<file path="config.mk">
export PLATFORM = sky130hd
export DESIGN_NAME = lsu_mem_ctrl
export DESIGN_NICKNAME = d
export VERILOG_FILES = /design/src/rtl/lsu_mem_ctrl.sv
export SDC_FILE = /design/constraint.sdc
export NUM_CORES = 1
export LEC_CHECK = 0
export CAP_MARGIN = 20
export CORE_ASPECT_RATIO = 0.75
export CORE_UTILIZATION = 52
export CTS_CLUSTER_DIAMETER = 50
export CTS_CLUSTER_SIZE = 20
export DETAILED_ROUTE_END_ITERATION = 10
export PLACE_DENSITY = 0.87
export SETUP_SLACK_MARGIN = 0.5
export SYNTH_ARGS = -nofsm -noshare
export SYNTH_HDL_FRONTEND = slang
export SYNTH_SLANG_ARGS = --single-unit
</file>
<file path="constraint.sdc">
create_clock -name clk -period 14.5 [get_ports clk]
set_input_delay 4.35 -clock clk [delete_from_list [all_inputs] [get_ports clk]]
set_output_delay 4.35 -clock clk [all_outputs]
set_load 0.1 [all_outputs]
</file>
<file path="src/rtl/lsu_mem_ctrl.sv">
// lsu_mem_ctrl
//
// Load/store master for a word-organised synchronous data RAM. Takes one
// byte/half/word request at a time from the MEM stage. It runs sub-word
// stores as a read-modify-write and sign- or zero-extends load data.
// Misaligned, illegal-size or out-of-range requests return an error
// response and never touch the RAM.
//
// Optional feature macro: LSU_WORD_STORE_BYPASS_EN
//   When defined, a legal aligned word store skips the RAM read and goes
//   straight to the write cycle.
//
// Ports
//   clk, rst        rising-edge clock, asynchronous active-high reset
//   req_valid/ready request handshake; ready only while idle
//   req_we          1 = store, 0 = load
//   req_addr        byte address
//   req_size        00 byte, 01 half, 10 word, 11 illegal
//   req_unsigned    loads: 1 = zero-extend, 0 = sign-extend
//   req_wdata       right-aligned store data
//   resp_valid      one-cycle completion pulse
//   resp_rdata      extended load data (0 for stores and errors)
//   resp_err        error flag, qualified by resp_valid
//   ram_index       RAM word index
//   ram_entry       RAM write data
//   ram_wr_en       RAM write enable
//   ram_entry_out   RAM read data, valid the cycle after the index is sampled

module lsu_mem_ctrl #(
    parameter int unsigned RAM_WORDS = 256
) (
    input  logic        clk,
    input  logic        rst,
    input  logic        req_valid,
    output logic        req_ready,
    input  logic        req_we,
    input  logic [31:0] req_addr,
    input  logic [1:0]  req_size,
    input  logic        req_unsigned,
    input  logic [31:0] req_wdata,
    output logic        resp_valid,
    output logic [31:0] resp_rdata,
    output logic        resp_err,
    output logic [31:0] ram_index,
    output logic [31:0] ram_entry,
    output logic        ram_wr_en,
    input  logic [31:0] ram_entry_out
);

    typedef enum logic [2:0] {
        IDLE,
        ISSUE,
        DATA,
        WRITE,
        RESP
    } state_t;

    state_t      state;
    state_t      state_next;

    logic        accept;
    logic        req_err;
    logic        word_bypass;

    logic        lat_we;
    logic [1:0]  lat_off;
    logic [1:0]  lat_size;
    logic        lat_unsigned;
    logic [31:0] lat_wdata;

    logic [4:0]  lane_shift;
    logic [31:0] lane_word;
    logic [31:0] lane_mask;
    logic [31:0] load_ext;
    logic [31:0] merged;

    assign accept     = req_valid && req_ready;
    assign req_ready  = (state == IDLE);
    assign resp_valid = (state == RESP);
    // Decoded straight from state so an asynchronous reset drops the write
    // enable immediately and an in-flight write is abandoned.
    assign ram_wr_en  = (state == WRITE);

`ifdef LSU_WORD_STORE_BYPASS_EN
    // A full aligned word overwrites every lane, so the old word is not needed.
    assign word_bypass = req_we && (req_size == 2'b10);
`else
    assign word_bypass = 1'b0;
`endif

    // Request legality, evaluated on the live request fields at accept time.
    always_comb begin
        req_err = 1'b0;
        case (req_size)
            2'b01:   req_err = req_addr[0];
            2'b10:   req_err = (req_addr[1:0] != 2'b00);
            2'b11:   req_err = 1'b1;
            default: req_err = 1'b0;
        endcase
        if ({2'b00, req_addr[31:2]} >= RAM_WORDS) begin
            req_err = 1'b1;
        end
    end

    // Lane handling for the word returned by the RAM. Little-endian: the
    // addressed lane is shifted down to bit 0 for loads, and the store data
    // is shifted up into that lane for merges.
    always_comb begin
        lane_shift = {lat_off, 3'b000};
        lane_word  = ram_entry_out >> lane_shift;
        lane_mask  = 32'hFFFF_FFFF;
        load_ext   = ram_entry_out;
        case (lat_size)
            2'b00: begin
                lane_mask = 32'h0000_00FF;
                load_ext  = {{24{~lat_unsigned & lane_word[7]}}, lane_word[7:0]};
            end
            2'b01: begin
                lane_mask = 32'h0000_FFFF;
                load_ext  = {{16{~lat_unsigned & lane_word[15]}}, lane_word[15:0]};
            end
            default: begin
                lane_mask = 32'hFFFF_FFFF;
                load_ext  = ram_entry_out;
            end
        endcase
        merged = (ram_entry_out & ~(lane_mask << lane_shift))
               | ((lat_wdata & lane_mask) << lane_shift);
    end

    // State register.
    always_ff @(posedge clk or posedge rst) begin
        if (rst) begin
            state <= IDLE;
        end else begin
            state <= state_next;
        end
    end

    // Next-state logic. Errors go straight to the response cycle; legal
    // requests read the RAM first unless the word-store bypass applies.
    always_comb begin
        state_next = state;
        case (state)
            IDLE: begin
                if (accept) begin
                    if (req_err) begin
                        state_next = RESP;
                    end else if (word_bypass) begin
                        state_next = WRITE;
                    end else begin
                        state_next = ISSUE;
                    end
                end
            end
            ISSUE:   state_next = DATA;
            DATA:    state_next = lat_we ? WRITE : RESP;
            WRITE:   state_next = RESP;
            RESP:    state_next = IDLE;
            default: state_next = IDLE;
        endcase
    end

    // Datapath registers. Response fields only change on the transition into
    // RESP, so they hold their values until the next response. RAM index and
    // entry are only touched by legal requests and hold while idle.
    always_ff @(posedge clk or posedge rst) begin
        if (rst) begin
            lat_we       <= 1'b0;
            lat_off      <= 2'b00;
            lat_size     <= 2'b00;
            lat_unsigned <= 1'b0;
            lat_wdata    <= 32'h0;
            resp_rdata   <= 32'h0;
            resp_err     <= 1'b0;
            ram_index    <= 32'h0;
            ram_entry    <= 32'h0;
        end else begin
            case (state)
                IDLE: begin
                    if (accept) begin
                        lat_we       <= req_we;
                        lat_off      <= req_addr[1:0];
                        lat_size     <= req_size;
                        lat_unsigned <= req_unsigned;
                        lat_wdata    <= req_wdata;
                        if (req_err) begin
                            resp_err   <= 1'b1;
                            resp_rdata <= 32'h0;
                        end else begin
                            ram_index <= {2'b00, req_addr[31:2]};
                            if (word_bypass) begin
                                ram_entry <= req_wdata;
                            end
                        end
                    end
                end
                DATA: begin
                    if (lat_we) begin
                        ram_entry <= merged;
                    end else begin
                        resp_rdata <= load_ext;
                        resp_err   <= 1'b0;
                    end
                end
                WRITE: begin
                    resp_rdata <= 32'h0;
                    resp_err   <= 1'b0;
                end
                default: begin
                end
            endcase
        end
    end

endmodule
</file>
==> results of run 1 <==
-- cell type report --
cell class	instances	area share [%]
multi-input cells	467	33.7
clock inverters	15	1.96
inverters	3	0.144
repair buffers	209	22.0
well taps	166	2.17
flip-flops and latches	136	35.6
clock buffers	17	4.44
-- power breakdown --
| group | total, uW | switching [uW] | internal [uW] |
|---|---|---|---|
| sequential | 423 | 28.1 | 395 |
| combinational | 189 | 104 | 84.8 |
| clock | 451 | 177 | 274 |
| total | 1060 | 310 | 754 |
-- through the flow --
stage	hold slack, ns	std cells	cell area, um^2	total power [uW]	setup WS [ns]
2_1_floorplan	0.457	658	6890	547	6.51
3_3_place_gp	0.469	979	8900	604	7.65
3_5_place_dp	0.476	979	8900	611	7.51
4_1_cts	0.489	1011	9520	1060	7.66
5_1_grt	0.500	1013	9570	1100	7.60
6_report	0.486	1013	9570	1060	7.69
-- per-layer routing --
layer	global-route usage, %	vias to the layer above
met5	0	-
met4	10.7	2
met3	6.81	36
met2	48.8	300
met1	42.5	3003
li1	-	2671
-- state kept, by name (all words and copies together) (netlist names) --
signal and count:
lat_we 1, resp_err 1, lat_unsigned 1, ram_entry 32, lat_wdata 32, lat_off 2
resp_rdata 32, state 3, lat_size 2, ram_index 30
-- worst max path at each step --
stage                     slack (ns)  depth (start not counted)            to
after floorplan                 6.51                          1    lat_off[0]
after global placement          7.65                          6  ram_index[7]
after detailed placement        7.51                          6  ram_index[0]
after CTS                       7.66                          2     req_ready
after global routing            7.60                          2     req_ready
final                           7.69                          2     req_ready
-- cells by family (layout without fill, tap and decap cells) --
kind of cell | after synthesis | after routing | synth area share (%)
AND/OR/NAND/NOR | 223 | 223 | 16.4
flip-flops | 136 | 136 | 49.4
multiplexers | 126 | 126 | 20.1
AO/OA/AOI/OAI | 116 | 116 | 10.1
buffers and inverters | 55 | 244 | 3.84
other | 1 | 2 | 0.0545
-- cell usage in the layout, fill, tap and decap left out, types with 3 or more instances in the layout --
cell / count
clkdlybuf4s50_1: 200
dfrtp_1: 134
nor2_1: 90
mux2_1: 69
a21oi_1: 42
o21ai_1: 34
nor2b_1: 31
mux2i_1: 31
nand2_1: 28
nor3_1: 26
mux2_2: 25
clkbuf_16: 17
nand2b_1: 10
nand3b_1: 10
nor3_2: 10
a22oi_1: 8
o22ai_1: 8
a31oi_1: 8
a2111oi_0: 7
buf_4: 7
nor4_1: 6
inv_6: 5
and2_1: 3
bufinv_16: 3
==> out/summary.md, run 1 <==
The largest incremental delay on the critical path is 1.21 ns. The ratio of routed vias to standard cells came out at 5.93. The start of the worst register-to-register path was lat_off[0]. The final critical path takes up 47.0% of the cycle.

The flow ran to the end, and the final reports show no timing, DRC or antenna violations. For this block, the via count after detailed routing is 6,012. The run gives 20.7 mm as the final wirelength.

Count of mapped cells out of synthesis: 657. Measured against its own limit, the worst slew margin works out to 27.1%. I/O pin total: 203. The slew at the pin closest to its max-slew limit was 1.09 ns; the data arrival at the endpoint of the critical path was 2.46 ns. The worst setup skew after layout is 0.00716 ns. The first global-routing pass estimated 31.8 mm of wire. Cells fill 76.2% of the core in the end. From left edge to right edge, the die measures 135 um.

During synthesis, Yosys emitted a total of 0 warnings. The detailed-routed wire length on met3 is 1.87 mm, and the detailed-route DRC error count is 0. Once detailed placement completed, the half-perimeter wirelength came to 14.3 mm.

After floorplanning, the core was sized to cover 12,600 um^2. Cells with a size suffix above 1 make up 10.2% of the layout. The vertical extent of the die was 102 um; the number of max-slew violations in the final report was 0.

The length of routed wiring on met1 is 8.66 mm, and the final routed wire length divided by cell count is 20.5 um. Summed over its instances, the top area cell type makes up 49.4% of the synthesized netlist area. The tool flagged a number of max-cap violations equal to 0. After synthesis, the cell types taking the most area are dfrtp_1, mux2_1, nor2_1. The count of cells along the worst hold path is 1, and the buffers inserted during post-CTS setup optimization is 0.

The run gives 5,757 as the number of global-route vias before repair. Once detail routing completed, the nets flagged for antenna violations numbered 0. The tools report the number of hold buffers added after CTS as 0.

For this run, the total global-route usage over all layers was measured as 30.9%. The time the final worst path needs with I/O delays and setup was 6.81 ns; the maximum vdd ir drop was 0.0866 mV. Clock-pin slew was measured on the worst setup and hold paths at 0.06 ns.

The synthesized design contains 0 enable-type register cells. The biggest area contributor in the post-synthesis netlist is dfrtp_1. Data on the critical path is required at its endpoint by 10.15 ns.

The floorplan has 35 rows. The kind of cell with the highest combined delay along the critical path is buffers and inverters. For this block, the initial DRC count from the detailed router was 647.

The startpoint identified for the worst hold timing path is resp_rdata[13]. The number of buffers added by the clock tree synthesis step is 17. Most instantiated library cell after synthesis: dfrtp_1. Synthesized area per cell: 10.5 um^2. Measured in cells, the most critical reg-to-reg path has a length of 6.

Among all flip-flop cells after synthesis, the most frequent one is dfrtp_1. In this run the cell area of the synthesized design comes to 6880 um^2. For this configuration, the core starts out at a cell density of 54.8%.

For this run, asynchronously set or reset flops after synthesis account for 100%. The number of levels the H-tree was split into came out at 4. The number of library cell types mapped by synthesis is 43, and the fmax is 0.147 GHz. The setup path with the least slack is of type flop to primary output. Fill cells in the final layout number 767. For the total negative slack, the log shows 0 ns. For this design the static power due to leakage is 0.00414 uW. The layout overhead on the synthesized area came out at 39.1%. The path class of the tightest hold or removal check is flop to flop. Setup violations remaining at the end of the flow were counted as 0.

The number of antenna diodes in the final layout is 0. The setup check on the worst reg-to-reg path leaves a slack of 11.62 ns. The tools report the final RePlAce weighted congestion as 0.877. The worst setup path is captured at a primary output. Summing all multi-input logic gate instances after layout gives 3220 um^2.

The commonest cells after synthesis are dfrtp_1, nor2_1, mux2_1. Full die area: 13,700 um^2. The buffer levels on the longest clock path is 2.

Sequential cells were found to cover 49.4% of the synthesized design area. For this run, the detailed router's first-pass iteration total came to 6. TritonCTS built the clock tree. For the total grt overflow, the log shows 0.

The largest individual stage delay along the critical path comes from the cell clkdlybuf4s50_1. Startpoint of the worst setup timing path: state[1]. Clock tree synthesis selected as its root buffer the cell clkbuf_16. The post-synthesis sequential element count was 136. The register cell area after layout is 3410 um^2. The run gives 0 as the final hold violation count. Setup repair after global routing left no endpoint under its margin.

The number of nets in the final layout was 937. The later pin in the worst-skew pair is clocked with a latency of 0.42 ns. The pin count of the biggest net entering global routing came out at 87. Post-CTS repair changed the size of 0 cells. The routed wire length on met2 is 9.84 mm. For hold timing, the worst endpoint is resp_rdata[13].

Buffers plus inverters on the worst setup path: 1. Along the worst path, the maximum fanout reaches 9. The logs give 1 for the number of antenna violations at the first check in global routing and 136 for the number of clock sinks.

Routed signal wires occupy layers up through met5. Startpoint type of the worst setup path: a flop. The number of port buffers was 200. The areal power density over the cells was 111 nW/um^2.

Walking the worst path, the cells encountered are nor3_1 -> clkdlybuf4s50_1. The endpoint identified for the worst register-to-register timing path is resp_rdata[21].
Note: power is estimated with default switching activity, not from simulation.
==> inputs of run 2 (changes only) <==
Settings changed: CORE_UTILIZATION 52 to 43, PLACE_DENSITY 0.87 to 0.77.
Clock period 14.5 ns to 6.25 ns, I/O delays scaled along.
==> run 2 against run 1 <==
Effect of this change: worst hold slack got worse by 0.0025 ns; via count down 3.7%; worst setup slack worse by 5.8 ns; sequential share of layout area fell by 0.15 points; sequential cell count stayed put; core utilization down 14 points; sequential power up 130%; critical endpoint unchanged; highest routed layer is now met4.
==> out/summary.md, run 2 (synthesis results as in run 1) <==
The number of nets in the final layout is 937. Of the total power, the share spent switching nets is 28.4%. For the pin with the worst max-slew slack, the measured transition is 1.11 ns. The critical path is of the flop to primary output type.

The floorplan row count was 39; the number of global-route vias before repair was 5,677. The number of antenna violations at the first check in global routing is 0, and the full die area is 16,500 um^2. Buffers inserted during clock tree synthesis total 17. The clock latency on the worst-skew pair came out at 0.43 ns. After clock tree synthesis, the clock-pin slew on the worst setup and hold paths is 0.06 ns. The ratio of routed vias to standard cells is 5.50, and the count of cells along the worst hold path is 2. Cells with a size suffix above 1 make up 10.3% of the layout. The logic depth of the worst register-to-register path was 6; the buffers plus inverters on the worst setup path was 1. For this run, the top clock speed supported by timing is 0.229 GHz.

The internal power consumption was 1760 uW; the worst setup skew after layout was 0.00729 ns. The layout overhead on the synthesized area was 39.7%; the areal power density over the cells was 256 nW/um^2. The first TritonRoute pass finished after 7 iterations. The capture endpoint of the worst hold path was ram_entry[20].

The end-of-flow core utilization was 62.3%; the number of port buffers was 200. Gates resized during post-CTS repair numbered 0. The logs give 2470 uW for the total power and 136 for the number of clock sinks. The detailed-route DRC error count is 0.

The total grt overflow is 0. 203 I/O pins were placed. STA classifies the critical path endpoint as a primary output. The post-detailed-placement cell area is 8960 um^2, and the part of the power in combinational logic is 17.5%. Setup violations remaining at the end of the flow were counted as 0. With fillers left out, the area of the finished cells amounts to 9610 um^2.

The die is 112 um tall. Highest net fanout along the worst path: 9. The longest clock path from root to sink contains 2 buffers. The startpoint type of the worst setup path is a flop. In this run the clock root is driven by a clkbuf_16. The critical path goes through nor3_1 -> clkdlybuf4s50_1. TritonCTS built the clock tree. The worst path uses 69.9% of the clock period. The run gives 2.49 ns as the data arrival at the endpoint of the critical path. The number of antenna diodes in the final layout is 0. For the final hold violation count, the log shows 0. Endpoint of the most critical register-to-register path: resp_rdata[31]. In this run the standard cell core region covers 15,400 um^2.

The run gives 0.00414 uW as the total leakage power. Adding up every negative setup slack in the final design gives 0 ns. The slowest stage of the critical path is the clkdlybuf4s50_1 cell. The family with the most delay on the worst path is buffers and inverters.

Startpoint of the worst setup timing path: state[1]. Registers are responsible for 39.9% of the overall power. After clock tree synthesis, the flow added hold-fix buffers numbering 0. The run gives 3.16 ns as the worst-case register-to-register setup slack. On the worst path, the slowest cell contributes a delay of 1.22 ns.

Final hold analysis gives a worst-case slack of 0.483 ns. Number of max-slew violations in the final report: 0. The worst hold path class was flop to flop. The count of routing violations after the opening detailed-route iteration was 480; the net switching power figure was 701 uW. The effective utilization at floorplan is 44.6%. The flow ran to the end, and the final reports show no timing, DRC or antenna violations. Setup repair after global routing left no endpoint under its margin. The number of routed nets with antenna violations came out at 0. Wires add up to 20.2 mm. Post-CTS timing repair inserted 0 buffers for setup. In this run the most critical hold path is launched from ram_entry[20]. For the placed wire-length estimate after detailed placement, the log shows 14.4 mm. The worst register-to-register path begins at lat_off[0].

After layout, the minimum clock period comes to 4.37 ns. The library cell used most frequently in the layout, excluding fill and tap cells, is clkdlybuf4s50_1. In the layout the commonest cells are clkdlybuf4s50_1, dfrtp_1, nor2_1, mux2_1, a21oi_1.

Across every metal layer, demand over resource in global routing totals 25.7%. Data on the critical path is required at its endpoint by 4.38 ns. Of the total power, the clock network draws 42.7%.

Final routed wire length divided by cell count: 19.2 um. Entering global routing, the biggest net connects 73 pins. The die is 148 um wide. The final RePlAce weighted congestion came out at 0.862.

Fill cells in the final layout number 1,286. The H-tree generated during clock tree synthesis spans 4 levels. The total number of vias was 5,788. In the final layout, the registers with the most flip-flops are lat_wdata x32, ram_entry x32, resp_rdata x32. For the remaining max-slew budget at the tightest pin, the log shows 26.2%. The run gives 32.1 mm as the global-route wire length before repair.

The tool flagged a number of max-cap violations equal to 0. For the maximum vdd ir drop, the log shows 0.194 mV.
-- run 2: cell type report --
type	instances	area, um^2	share of cell area (%)
Clock buffer	19	453	4.71
Clock inverter	13	168	1.74
Inverter	3	16.3	0.169
Multi-Input combinational cell	467	3220	33.5
Sequential cell	136	3410	35.4
Tap cell	205	256	2.67
Timing Repair Buffer	209	2090	21.7
-- run 2: routing by layer --
layer	routed length [um]	vias up	global-route usage (%)
met2	9030	321	38.5
li1	-	2665	-
met4	383	0	8.04
met5	0	-	0
met3	1980	31	7.75
met1	8760	2771	35.7
-- run 2: power groups by stage --
stage | combinational, uW | clock, uW | sequential [uW]
final | 430 | 1050 | 983
after global routing | 468 | 1110 | 990
after CTS | 427 | 1070 | 981
after detailed placement | 425 | 0 | 997
after global placement | 419 | 0 | 995
after floorplan | 318 | 0 | 952
-- run 2: worst max path at each step --
stage	end	slack, ns	depth (start not counted)
CTS	req_ready	1.89	2
floorplan	lat_off[0]	0.74	1
global route	req_ready	1.82	2
detailed placement	ram_index[7]	1.49	6
finish	req_ready	1.88	2
global placement	ram_index[6]	1.62	6
-- run 2: tightest hold or removal path: cells and delay by family, from the launching register on --
kind / cells / cell delay [ns]
AOI/OAI and AO/OA: 1 / 0.06
DFF: 1 / 0.34
and+or+nand+nor: 1 / 0.05
-- run 2: per-stage QoR --
step | instances | worst slack, ns
floorplan | 658 | 0.736
global placement | 1019 | 1.62
detailed placement | 1019 | 1.49
CTS | 1051 | 1.89
global route | 1052 | 1.82
finish | 1052 | 1.88
==> inputs of run 3 (changes only) <==
Clock period 6.25 ns to 3.49 ns, I/O delays scaled along.
==> run 3 against run 2 <==
Effect of this change: critical path depth grew 5; via count shrank 2.0%; count of clock-buffer cells in the layout shrank 1; critical endpoint is now resp_rdata[10].
==> out/summary.md, run 3 (synthesis results as in run 1) <==
The tools report the buffer levels on the longest clock path as 2. The number of setup violations in the final report is 0, and the floorplan row count is 39. On the final layout, the worst clock skew is 0.00686 ns. The worst-case IR drop observed on VDD is 0.321 mV.

Setup repair after global routing left no endpoint under its margin. The effective utilization at floorplan was 44.6%. In this run the power spent charging and discharging nets is 1250 uW. The startpoint type of the worst setup path was a primary input.

The clock tree synthesis step divided the H-tree into 4 levels. Vertical extent of the die: 112 um. Logic depth of the worst register-to-register path: 5.

The tools report the detailed-router iteration count before antenna repair as 5. CTS saw 136 sinks. The final wirelength was 19.7 mm; the part of the power in the clock network was 40.8%. The die extent in x was 148 um; the count of routing violations after the opening detailed-route iteration was 439. The library cells used most frequently in the layout, excluding fill and tap cells, are dfrtp_1, buf_4, clkdlybuf4s50_1, nor2_1, mux2_1.

The number of global-route vias before repair was 5,351. Total number of vias: 5,670. The final routed wire length divided by cell count is 18.6 um.

Placeable core region: 15,400 um^2. The I/O pin total is 203. Adding up every negative setup slack in the final design gives 0 ns. After filler insertion, the fill cell instance count of the layout stands at 1,311. In this run the tool buffered the top-level ports with 200 buffer cells. Detailed placement finished with a half-perimeter wire length of 14.6 mm. The number of nets in the final layout is 946, and the global-route wire length before repair is 30.5 mm. Startpoint-to-endpoint class of the critical path: primary input to flop.

The count of cells along the worst hold path came out at 2. Compared with the post-synthesis result, the final layout area differs by 36.5%. In the finished design, the share of the clock period the worst path needs comes to 78.1%. The tools report the number of antenna violations at the first check in global routing as 0.

The tools report the number of max-slew violations in the final report as 0. Of the cells placed in the final design, the portion with a size suffix greater than 1 is 22.9%. The total overflow left after global routing is 0. The share of total power dissipated in combinational logic is 18.5%. The ratio of routed vias to standard cells works out to 5.34. Clock-pin slew was measured on the worst setup and hold paths at 0.06 ns. The routed design could run at a clock period as short as 2.72 ns. The tools report the total of max-cap violations as 0.

For the clock latency on the worst-skew pair, the log shows 0.42 ns. The detail route stage leaves a number of antenna-violating nets equal to 0. The congestion estimate from routability-driven global placement came to 0.870. The clock tree root buffer cell was clkbuf_16.

The worst setup path is captured at a flop. The end-of-flow core utilization came out at 60.9%. For this design the ratio of total power to cell area is 458 nW/um^2. Net switching is 29.0% of the power.

The library cell used most frequently in the layout, excluding fill and tap cells, is dfrtp_1. Worst hold path class: flop to flop. The logs give 137 for the pin count of the biggest net entering global routing and 3.79 ns for the critical path data required time. Headroom to the max-slew limit came out at 46.4%. For the pin with the worst max-slew slack, the measured transition is 0.804 ns.

The analysis attributes to cell leakage a power of 0.00428 uW. The detailed-route DRC error count came out at 0. In the final layout, the registers with the most flip-flops are lat_wdata x32, ram_entry x32, resp_rdata x32.

Buffers inserted during clock tree synthesis total 17. The flow ran to the end, and the final reports show no timing, DRC or antenna violations. Data arrives at the worst endpoint at 3.02 ns. The final hold violation count came out at 0. TritonCTS built the clock tree. The worst-case register-to-register setup slack was 0.98 ns; the overall track demand over capacity in global routing was 24.6%. The number of antenna repair diodes is 0, and the fmax is 0.367 GHz.

Registers are responsible for 40.7% of the overall power. The internal power consumption was 3060 uW; the full die area was 16,500 um^2. The highest net fanout along the worst path is 33.
[run 3: cell types whose count changed in the layout (fill, tap and decap cells not counted), sizes merged]
cell / previous run / this run
buf: 9 / 116
bufinv: 3 / 2
clkbuf: 19 / 18
clkdlybuf4s50: 200 / 102
clkinvlp: 2 / 5
inv: 6 / 5
[run 3: per-stage QoR]
| step | cells | setup WS [ns] | hold WS (ns) | area [um^2] | power (uW) |
|---|---|---|---|---|---|
| global placement | 1029 | 0.248 | 0.468 | 8820 | 2550 |
| floorplan | 658 | 0.576 | 0.457 | 6900 | 2280 |
| finish | 1061 | 0.765 | 0.481 | 9400 | 4310 |
| detailed placement | 1029 | 0.185 | 0.476 | 8820 | 2560 |
| global route | 1061 | 0.626 | 0.499 | 9400 | 4490 |
| CTS | 1061 | 0.624 | 0.489 | 9390 | 4320 |
[run 3: timing repair]
action,in CTS,in global routing
setup buffers,0,0
setup endpoints to repair,0,21
resized for setup,0,1
hold buffers,0,0
[run 3: power groups by stage]
| stage | registers [uW] | logic (uW) | clock network, uW |
|---|---|---|---|
| 6_report | 1750 | 795 | 1760 |
| 5_1_grt | 1760 | 861 | 1860 |
| 4_1_cts | 1750 | 790 | 1780 |
| 3_5_place_dp | 1780 | 786 | 0 |
| 3_3_place_gp | 1770 | 778 | 0 |
| 2_1_floorplan | 1710 | 570 | 0 |
[run 3: per-layer routing]
layer	vias to the layer above	wire (um)	global-route usage (%)
li1	2684	-	-
met2	279	8560	35.5
met3	24	1790	8.48
met4	0	259	6.53
met1	2683	9100	35.0
met5	-	0	0
[run 3: layout make-up]
class	instances	area [um^2]	share of cell area, %
inverter	3	15.0	0.160
multi-input combinational	467	3240	34.4
timing repair buffer	218	1900	20.3
clock buffer	18	429	4.57
tap	205	256	2.73
clock inverter	14	149	1.58
sequential	136	3410	36.2
[run 3: critical path, cell delays in order]
cell and delay, ns:
clkdlybuf4s50_1 0.40, nor4_1 0.30, nand4_1 0.16, nor2_2 0.35
o21ai_2 0.11, buf_4 0.27, mux2_1 0.37
[run 3: path summary, 6_finish.rpt]
kind	from	endpoint
worst max-delay path	req_addr[28]	resp_rdata[10]
worst min-delay path	ram_entry[3]	ram_entry[3]
worst max register to register	lat_off[0]	resp_rdata[0]
worst min register to register	ram_entry[3]	ram_entry[3]
max in group asynchronous	rst	lat_off[0]
min in group asynchronous	rst	ram_index[10]
